==> config.mk <==
export PLATFORM = sky130hd
export DESIGN_NAME = fetch_stage
export DESIGN_NICKNAME = d
export VERILOG_FILES = /design/src/rtl/fetch_stage.sv
export SDC_FILE = /design/constraint.sdc
export NUM_CORES = 1
export LEC_CHECK = 0
export ABC_AREA = 1
export ABC_CLOCK_PERIOD_IN_PS = 4100
export CAP_MARGIN = 20
export CORE_MARGIN = 5
export CORE_UTILIZATION = 35
export CTS_CLUSTER_DIAMETER = 120
export CTS_CLUSTER_SIZE = 20
export DETAILED_ROUTE_END_ITERATION = 10
export SLEW_MARGIN = 5
export SYNTH_ARGS = -nofsm -noshare
export SYNTH_HDL_FRONTEND = slang
export SYNTH_SLANG_ARGS = --single-unit
==> constraint.sdc <==
create_clock -name clk -period 4.1 [get_ports clk]
set_input_delay 1.025 -clock clk [delete_from_list [all_inputs] [get_ports clk]]
set_output_delay 1.025 -clock clk [all_outputs]
set_load 0.02 [all_outputs]
==> src/rtl/fetch_stage.sv <==
// Instruction-fetch stage with the IF/ID pipeline register: owns the PC, issues
// fetch requests, and squashes the wrong-path word on a taken branch from ID.
module fetch_stage #(
  parameter logic [31:0] RESET_PC     = 32'h0000_0000,
  parameter logic [31:0] BUBBLE_INSTR = 32'h0000_0000
) (
  input  logic        clk,
  input  logic        rst_n,
  input  logic        stall_ID,
  input  logic        pcSrc_IF,
  input  logic [31:0] branchTarget_ID,
  input  logic        imemReady_IF,
  input  logic [31:0] imemData_IF,
  output logic        imemReq_IF,
  output logic [31:0] imemAddr_IF,
  output logic [31:0] instr_ID,
  output logic [5:0]  opCode_ID,
  output logic [5:0]  func_ID,
  output logic [31:0] pcPlus4_ID,
  output logic        valid_ID,
  output logic [15:0] bubbleCount
);

  localparam logic [0:0] ST_BOOT = 1'b0;
  localparam logic [0:0] ST_RUN  = 1'b1;

  logic [0:0]  r_state;
  logic [31:0] r_pc;
  logic [31:0] r_instr;
  logic [31:0] r_pc_plus4;
  logic        r_valid;
  logic [15:0] r_bubble_count;

  logic        w_active;
  logic        w_load_bubble;
  logic        w_load_instr;
  logic [31:0] w_pc_plus4;

  // Redirect outranks a memory wait, and a stall outranks both.
  assign w_active      = (r_state == ST_RUN) && !stall_ID;
  assign w_load_bubble = w_active && (pcSrc_IF || !imemReady_IF);
  assign w_load_instr  = w_active && !pcSrc_IF && imemReady_IF;
  assign w_pc_plus4    = r_pc + 32'd4;

  // The request is gated by rst_n so it drops as soon as reset is asserted.
  assign imemReq_IF  = rst_n && w_active;
  assign imemAddr_IF = r_pc;
  assign instr_ID    = r_instr;
  assign opCode_ID   = r_instr[31:26];
  assign func_ID     = r_instr[5:0];
  assign pcPlus4_ID  = r_pc_plus4;
  assign valid_ID    = r_valid;
  assign bubbleCount = r_bubble_count;

  // NOTE: sequential state uses non-blocking assignments so every register
  // samples the pre-edge values regardless of statement order.
  always_ff @(posedge clk) begin
    if (!rst_n) begin
      r_state        <= ST_BOOT;
      r_pc           <= RESET_PC;
      r_instr        <= BUBBLE_INSTR;
      r_pc_plus4     <= 32'd0;
      r_valid        <= 1'b0;
      r_bubble_count <= 16'd0;
    end else begin
      if (r_state == ST_BOOT) begin
        r_state <= ST_RUN;
      end
      if (w_load_bubble) begin
        if (pcSrc_IF) begin
          r_pc <= branchTarget_ID;
        end
        r_instr    <= BUBBLE_INSTR;
        r_pc_plus4 <= 32'd0;
        r_valid    <= 1'b0;
        if (r_bubble_count != 16'hFFFF) begin
          r_bubble_count <= r_bubble_count + 16'd1;
        end
      end else if (w_load_instr) begin
        r_pc       <= w_pc_plus4;
        r_instr    <= imemData_IF;
        r_pc_plus4 <= w_pc_plus4;
        r_valid    <= 1'b1;
      end
    end
  end

endmodule

==> impl_metrics.csv, run 1 <==
group,metric,value,unit
run_status,status,"complete, no violations",
die,start_util,36.0,%
clock_network,root_buffer,"clkbuf_16",
finish,fin_area,8310,sq um
timing,fmax,0.291,GHz
pwr,clock_power_share,46.3,%
placement,post_dp_cell_area,7750,sq um
logic_synthesis,syn-num-nets,943,
detailed_routing,drt_iter0_drc,315,
logic_synthesis,synth_area_leader_cell,"dfxtp_1",
detailed_routing,via_per_inst,4.64,
worst_setup_path,worstRegToRegCells,8,
clock_network,htree_levels,4,
pwr,power.density,362,nW/um^2
finish,layout-drive-gt1-share,7.69,%
flow_run,maxCapViolCount,0,
worst_setup_path,setup.worst_path.class,"in -> out",
min_path,hold_depth,2,
clock_network,tritoncts,"yes",
timing,fin_tns_setup,0,ns
pwr,p_leak,3.51,nW
logic_synthesis,synth_cells,872,
logic_synthesis,ys_ff_latch,114,
worst_setup_path,rr_startpoint,"bubbleCount[0]",
pwr,pwr-share-comb,13.7,%
grt,grt_first_pass_wirelength,29600,microns
timing,hold_viol_final,0,
clock_network,cts_buffer_depth,2,
finish,layout-area-overhead-vs-synth,44.3,%
die,io_pins,195,
logic_synthesis,synth_xor_area_share,3.19,%
placement,dp_hpwl,12800,microns
finish,final_common_cell,"nand2_1",
placement,portBuffers,194,
logic_synthesis,synth-compound-area-share,13.6,%
min_path,whs_endpoint,"pcPlus4_ID[0]",
grt,grt_pass1_vias,5692,
die,core_region_area,16000,sq um
worst_setup_path,reg2reg_slack,2.08,ns
logic_synthesis,synth_fa_ha_area_share,0.434,%
grt,top_usage_layer,"met2",
logic_synthesis,async_reset_ff_share,0,%
logic_synthesis,synth-simple-area-share,32.1,%
clock_network,clock-sinks,114,
detailed_routing,num_vias,5883,
placement,gp_congestion,0.814,
finish,fill_cells,1630,
grt,grt_start_max_net_pins,61,
timing,post-route-period-util,83.8,%
grt,grt-ovfl-total,0,
worst_setup_path,arrival,2.41,ns
grt,grtUsageMet2,29.8,%
worst_setup_path,worst_setup_path_end_kind,"output pin",
detailed_routing,dr.pass1.iters,4,
grt,antenna_found_initial,0,
detailed_routing,ant_nets,0,
timing,hold_slack,0.465,ns
finish,final_cells,1269,
grt,grt_usage,18.9,%
clock_network,numCtsBuffers,17,
timing,worstMarginPinSlew,1.06,ns
finish,diodes,0,
finish,nNetsFinal,1111,
clock_network,worstSkewPairLatency,0.41,ns
grt,met1_usage,25.1,%
logic_synthesis,synth.area.mux_share,0,%
clock_network,ctsResizeCount,0,
logic_synthesis,synth_edf_count,0,
worst_setup_path,startpoint_type,"input pin",
placement,place_inst,1237,
pwr,ir_drop,0.283,mV
logic_synthesis,synth_top_area_share,39.6,%
pwr,net-switching-power,0.795,mW
detailed_routing,routed_wl,18200,microns
logic_synthesis,synth-main-ff-cell,"dfxtp_1",
logic_synthesis,synthTopCellsByArea,"dfxtp_1 40%, nand2_1 13%, nor2_1 11%",
worst_setup_path,r2r-end,"bubbleCount[13]",
logic_synthesis,syn_avg_cell_area,6.60,sq um
die,die-area,19100,sq um
clock_network,postCtsSetupRepairBufs,0,
timing,slew_violations,0,
die,fp.dieH,138,microns
logic_synthesis,yosysUniqueCellTypes,30,
worst_setup_path,worstPathMaxFanout,3,
pwr,p_sw_share,26.5,%
clock_network,cts.clk_slew.worst_paths,0.05,ns
timing,rsz0062_at_grt,"false",
die,num_rows,46,
timing,slew_headroom,29.0,%
timing,finalClockSkew,0.00592,ns
timing,setup_viol,0,
grt,met3_usage,5.62,%
logic_synthesis,synth_area,5760,sq um
worst_setup_path,cp.required,3.07,ns
die,die_w,138,microns
finish,final_cell_mix,"204 x nand2_1, 194 x clkdlybuf4s50_1, 164 x nor2_1",
logic_synthesis,synth_top_family_by_area,"simple AND/OR/NAND/NOR gates",
pwr,internal_power,2.21,mW
logic_synthesis,yosysWarnings,0,
detailed_routing,drc,0,
detailed_routing,avgRoutedWirePerCell,14.3,microns
clock_network,cts_hold_buffers,0,
min_path,hp-start,"imemAddr_IF[0]",
logic_synthesis,ys_seq_area_share,39.6,%
timing,layout_min_cycle_time,3.44,ns
pwr,p_seq_share,40.0,%
min_path,hp-class,"reg -> reg",
## logic make-up (layout without fill, tap and decap cells)
kind of cell / count (synthesis) / in the layout
adder cells (fa/ha/maj): 2 / 2
XOR/XNOR: 21 / 21
flip-flops: 114 / 114
AND/OR/NAND/NOR: 439 / 439
buffers and inverters: 147 / 328
AO/OA/AOI/OAI: 149 / 149
## cell usage after synthesis (8+ instances only)
library cell  count
buf_4            14
o21ai_0          82
nand3_1          25
a31oi_1           9
inv_2             8
nand4_1           8
nor2_1          164
xor2_1           16
nand2_1         204
inv_1            87
nor2_4            8
dfxtp_1         114
nand2_2          10
o21ai_1          16
clkbuf_1         24
a21oi_1          34
buf_2             8
## how the worst max path moves through the flow
stage	cells past startpoint	to	slack, ns	startpoint
6_report	5	imemReq_IF	0.66	stall_ID
5_1_grt	5	imemReq_IF	0.60	stall_ID
4_1_cts	5	imemReq_IF	0.65	stall_ID
3_5_place_dp	5	imemReq_IF	0.64	stall_ID
3_3_place_gp	5	imemReq_IF	0.60	stall_ID
2_1_floorplan	4	imemReq_IF	1.23	rst_n
## through the flow
stage / total power [mW] / utilization (%) / worst slack, ns
4_1_cts: 3.04 / 51.9 / 0.646
3_3_place_gp: 1.64 / 48.4 / 0.604
2_1_floorplan: 1.43 / - / 1.23
6_report: 3.00 / 51.9 / 0.664
5_1_grt: 3.14 / 51.9 / 0.596
3_5_place_dp: 1.64 / 48.4 / 0.641
## layer usage
metal / share of wire (%) / routed length (microns) / up-vias
met5: 0 / 0 / -
met4: 1.3 / 235 / 0
met3: 6.1 / 1100 / 22
met2: 45 / 8150 / 145
met1: 48 / 8710 / 2661
li1: - / - / 3055
## state kept, by name, summed over array words and instances (netlist names)
name and cells:
pcPlus4_ID 32, bubbleCount 16, instr_ID 32, r_state 1
valid_ID 1, imemAddr_IF 32
## worst max-delay path, cell delays in order
cell and delay [ns]:
clkdlybuf4s50_1 0.45, nor2_4 0.13, inv_2 0.07, nor2_1 0.09, clkdlybuf4s50_1 0.64
## cell type report
cell class / count / area (sq um) / area share (%)
multi-input cells: 611 / 2840 / 34.2
flip-flops and latches: 114 / 2280 / 27.5
repair buffers: 201 / 1990 / 24.0
clock buffers: 19 / 453 / 5.45
inverters: 95 / 357 / 4.29
well taps: 216 / 270 / 3.25
clock inverters: 13 / 111 / 1.34
## power groups by stage
stage	clock (mW)	combinational (mW)	sequential, mW
final	1.39	0.411	1.20
after CTS	1.42	0.417	1.20
after global routing	1.48	0.450	1.21
after global placement	0	0.413	1.22
after detailed placement	0	0.415	1.22
after floorplan	0	0.157	1.27
No activity file was read; power rests on OpenSTA's default activity.
==> run 2: changes to the inputs <==
- ABC_CLOCK_PERIOD_IN_PS: 4100 -> 3600
- clock period: 4.1 -> 3.6 ns (I/O delays scaled with it)
==> impl_metrics.csv, run 2 (synthesis results as in run 1) <==
group,metric,value,unit
run_status,status,"complete, no violations",
worst_setup_path,setup.worst_path.class,"in -> out",
grt,grt_first_pass_wirelength,29800,microns
pwr,ir_drop,0.322,mV
pwr,power.density,440,nW/um^2
worst_setup_path,cpPeakStageDelay,0.64,ns
timing,layout_min_cycle_time,3.17,ns
timing,slew_headroom,65.0,%
clock_network,cts.clk_slew.worst_paths,0.06,ns
timing,finalClockSkew,0.0125,ns
die,fp.dieH,138,microns
detailed_routing,avgRoutedWirePerCell,14.4,microns
min_path,hp-class,"reg -> reg",
timing,worstMarginPinSlew,0.524,ns
timing,post-route-period-util,88.2,%
finish,nNetsFinal,1113,
worst_setup_path,critPathSlowestCell,"clkdlybuf4s50_1",
die,die-area,19100,sq um
timing,slew_violations,0,
pwr,p_seq_share,36.7,%
placement,post_dp_cell_area,7760,sq um
finish,diodes,0,
clock_network,root_buffer,"clkbuf_16",
detailed_routing,ant_nets,0,
pwr,net-switching-power,0.950,mW
clock_network,worstSkewPairLatency,0.42,ns
finish,fill_cells,1625,
clock_network,ctsResizeCount,0,
detailed_routing,drt_iter0_drc,388,
flow_run,maxCapViolCount,0,
pwr,clock_power_share,50.5,%
finish,fin_area,8460,sq um
die,num_rows,46,
detailed_routing,drc,0,
die,io_pins,195,
pwr,p_leak,3.58,nW
die,start_util,36.0,%
worst_setup_path,crit_buf_inv,3,
die,core_region_area,16000,sq um
worst_setup_path,arrival,2.27,ns
clock_network,cts_buffer_depth,2,
grt,grt-ovfl-total,0,
finish,layout-area-overhead-vs-synth,47.0,%
pwr,pwr-share-comb,12.7,%
placement,portBuffers,194,
worst_setup_path,startpoint_type,"input pin",
clock_network,htree_levels,4,
finish,final_common_cell,"nand2_1",
die,die_w,138,microns
timing,rsz0062_at_grt,"false",
timing,fin_tns_setup,0,ns
worst_setup_path,crit_family,"buffers and inverters",
grt,grt_start_max_net_pins,61,
pwr,p_sw_share,25.5,%
clock_network,numCtsBuffers,17,
timing,hold_viol_final,0,
placement,gp_congestion,0.835,
grt,grt_usage,19.0,%
clock_network,clock-sinks,114,
finish,final_util,52.9,%
detailed_routing,num_vias,5877,
clock_network,tritoncts,"yes",
clock_network,postCtsSetupRepairBufs,0,
detailed_routing,routed_wl,18300,microns
worst_setup_path,cp.required,2.70,ns
worst_setup_path,crit_chain,"clkdlybuf4s50_1 -> nor2_4 -> inv_2 -> nor2_1 -> clkdlybuf4s50_1",
placement,dp_hpwl,12700,microns
finish,layout-drive-gt1-share,7.87,%
finish,final_cell_mix,"204 x nand2_1, 194 x clkdlybuf4s50_1, 164 x nor2_1",
grt,grt_pass1_vias,5700,
timing,setup_viol,0,
worst_setup_path,worst_setup_path_end_kind,"output pin",
detailed_routing,dr.pass1.iters,4,
clock_network,cts_hold_buffers,0,
worst_setup_path,worstPathMaxFanout,3,
pwr,internal_power,2.78,mW
worst_setup_path,crit_top_cell,"clkdlybuf4s50_1",
pwr,finalPower,3.73,mW
detailed_routing,via_per_inst,4.62,
timing,fmax,0.315,GHz
grt,antenna_found_initial,0,
[run 2: layer usage]
| metal | routed length, microns | GRT usage [%] |
|---|---|---|
| met1 | 8540 | 24.5 |
| met2 | 8140 | 29.9 |
| met3 | 1200 | 5.83 |
| met4 | 395 | 7.54 |
| met5 | 0 | 0 |
[run 2: final timing paths]
kind / from / end / slack (ns) / cells after the start
max: stall_ID / imemReq_IF / 0.43 / 5
min: imemAddr_IF[0] / imemAddr_IF[0] / 0.47 / 2
max reg2reg: bubbleCount[0] / bubbleCount[9] / 1.58 / 8
min reg2reg: imemAddr_IF[0] / imemAddr_IF[0] / 0.47 / 2
[run 2: final cells by class]
cell class	count	area [sq um]	area share [%]
well taps	216	270	3.19
inverters	95	357	4.21
repair buffers	203	2050	24.3
multi-input cells	611	2840	33.6
flip-flops and latches	114	2280	27.0
clock buffers	17	425	5.03
clock inverters	15	231	2.73
[run 2: metrics by stage]
step / hold slack [ns] / cells / setup slack, ns
floorplan: 0.444 / 872 / 0.976
global placement: 0.462 / 1237 / 0.429
detailed placement: 0.471 / 1237 / 0.415
CTS: 0.480 / 1269 / 0.415
global route: 0.505 / 1271 / 0.348
finish: 0.471 / 1271 / 0.427
[run 2: power by group through the flow]
stage | sequential [mW] | combinational (mW) | clock [mW]
after floorplan | 1.45 | 0.179 | 0
after global placement | 1.39 | 0.472 | 0
after detailed placement | 1.39 | 0.474 | 0
after CTS | 1.37 | 0.477 | 1.91
after global routing | 1.38 | 0.521 | 1.98
final | 1.37 | 0.475 | 1.88
[run 2: worst min-delay path, stage by stage (launching register included)]
cell and delay (ns):
dfxtp_1 0.31, inv_1 0.06, a21oi_1 0.05
==> run 3: changes to the inputs <==
- HOLD_SLACK_MARGIN: default -> 0.06
==> results of run 3 <==
Same layout as run 2: the final DEF is identical, and so are final timing and power.
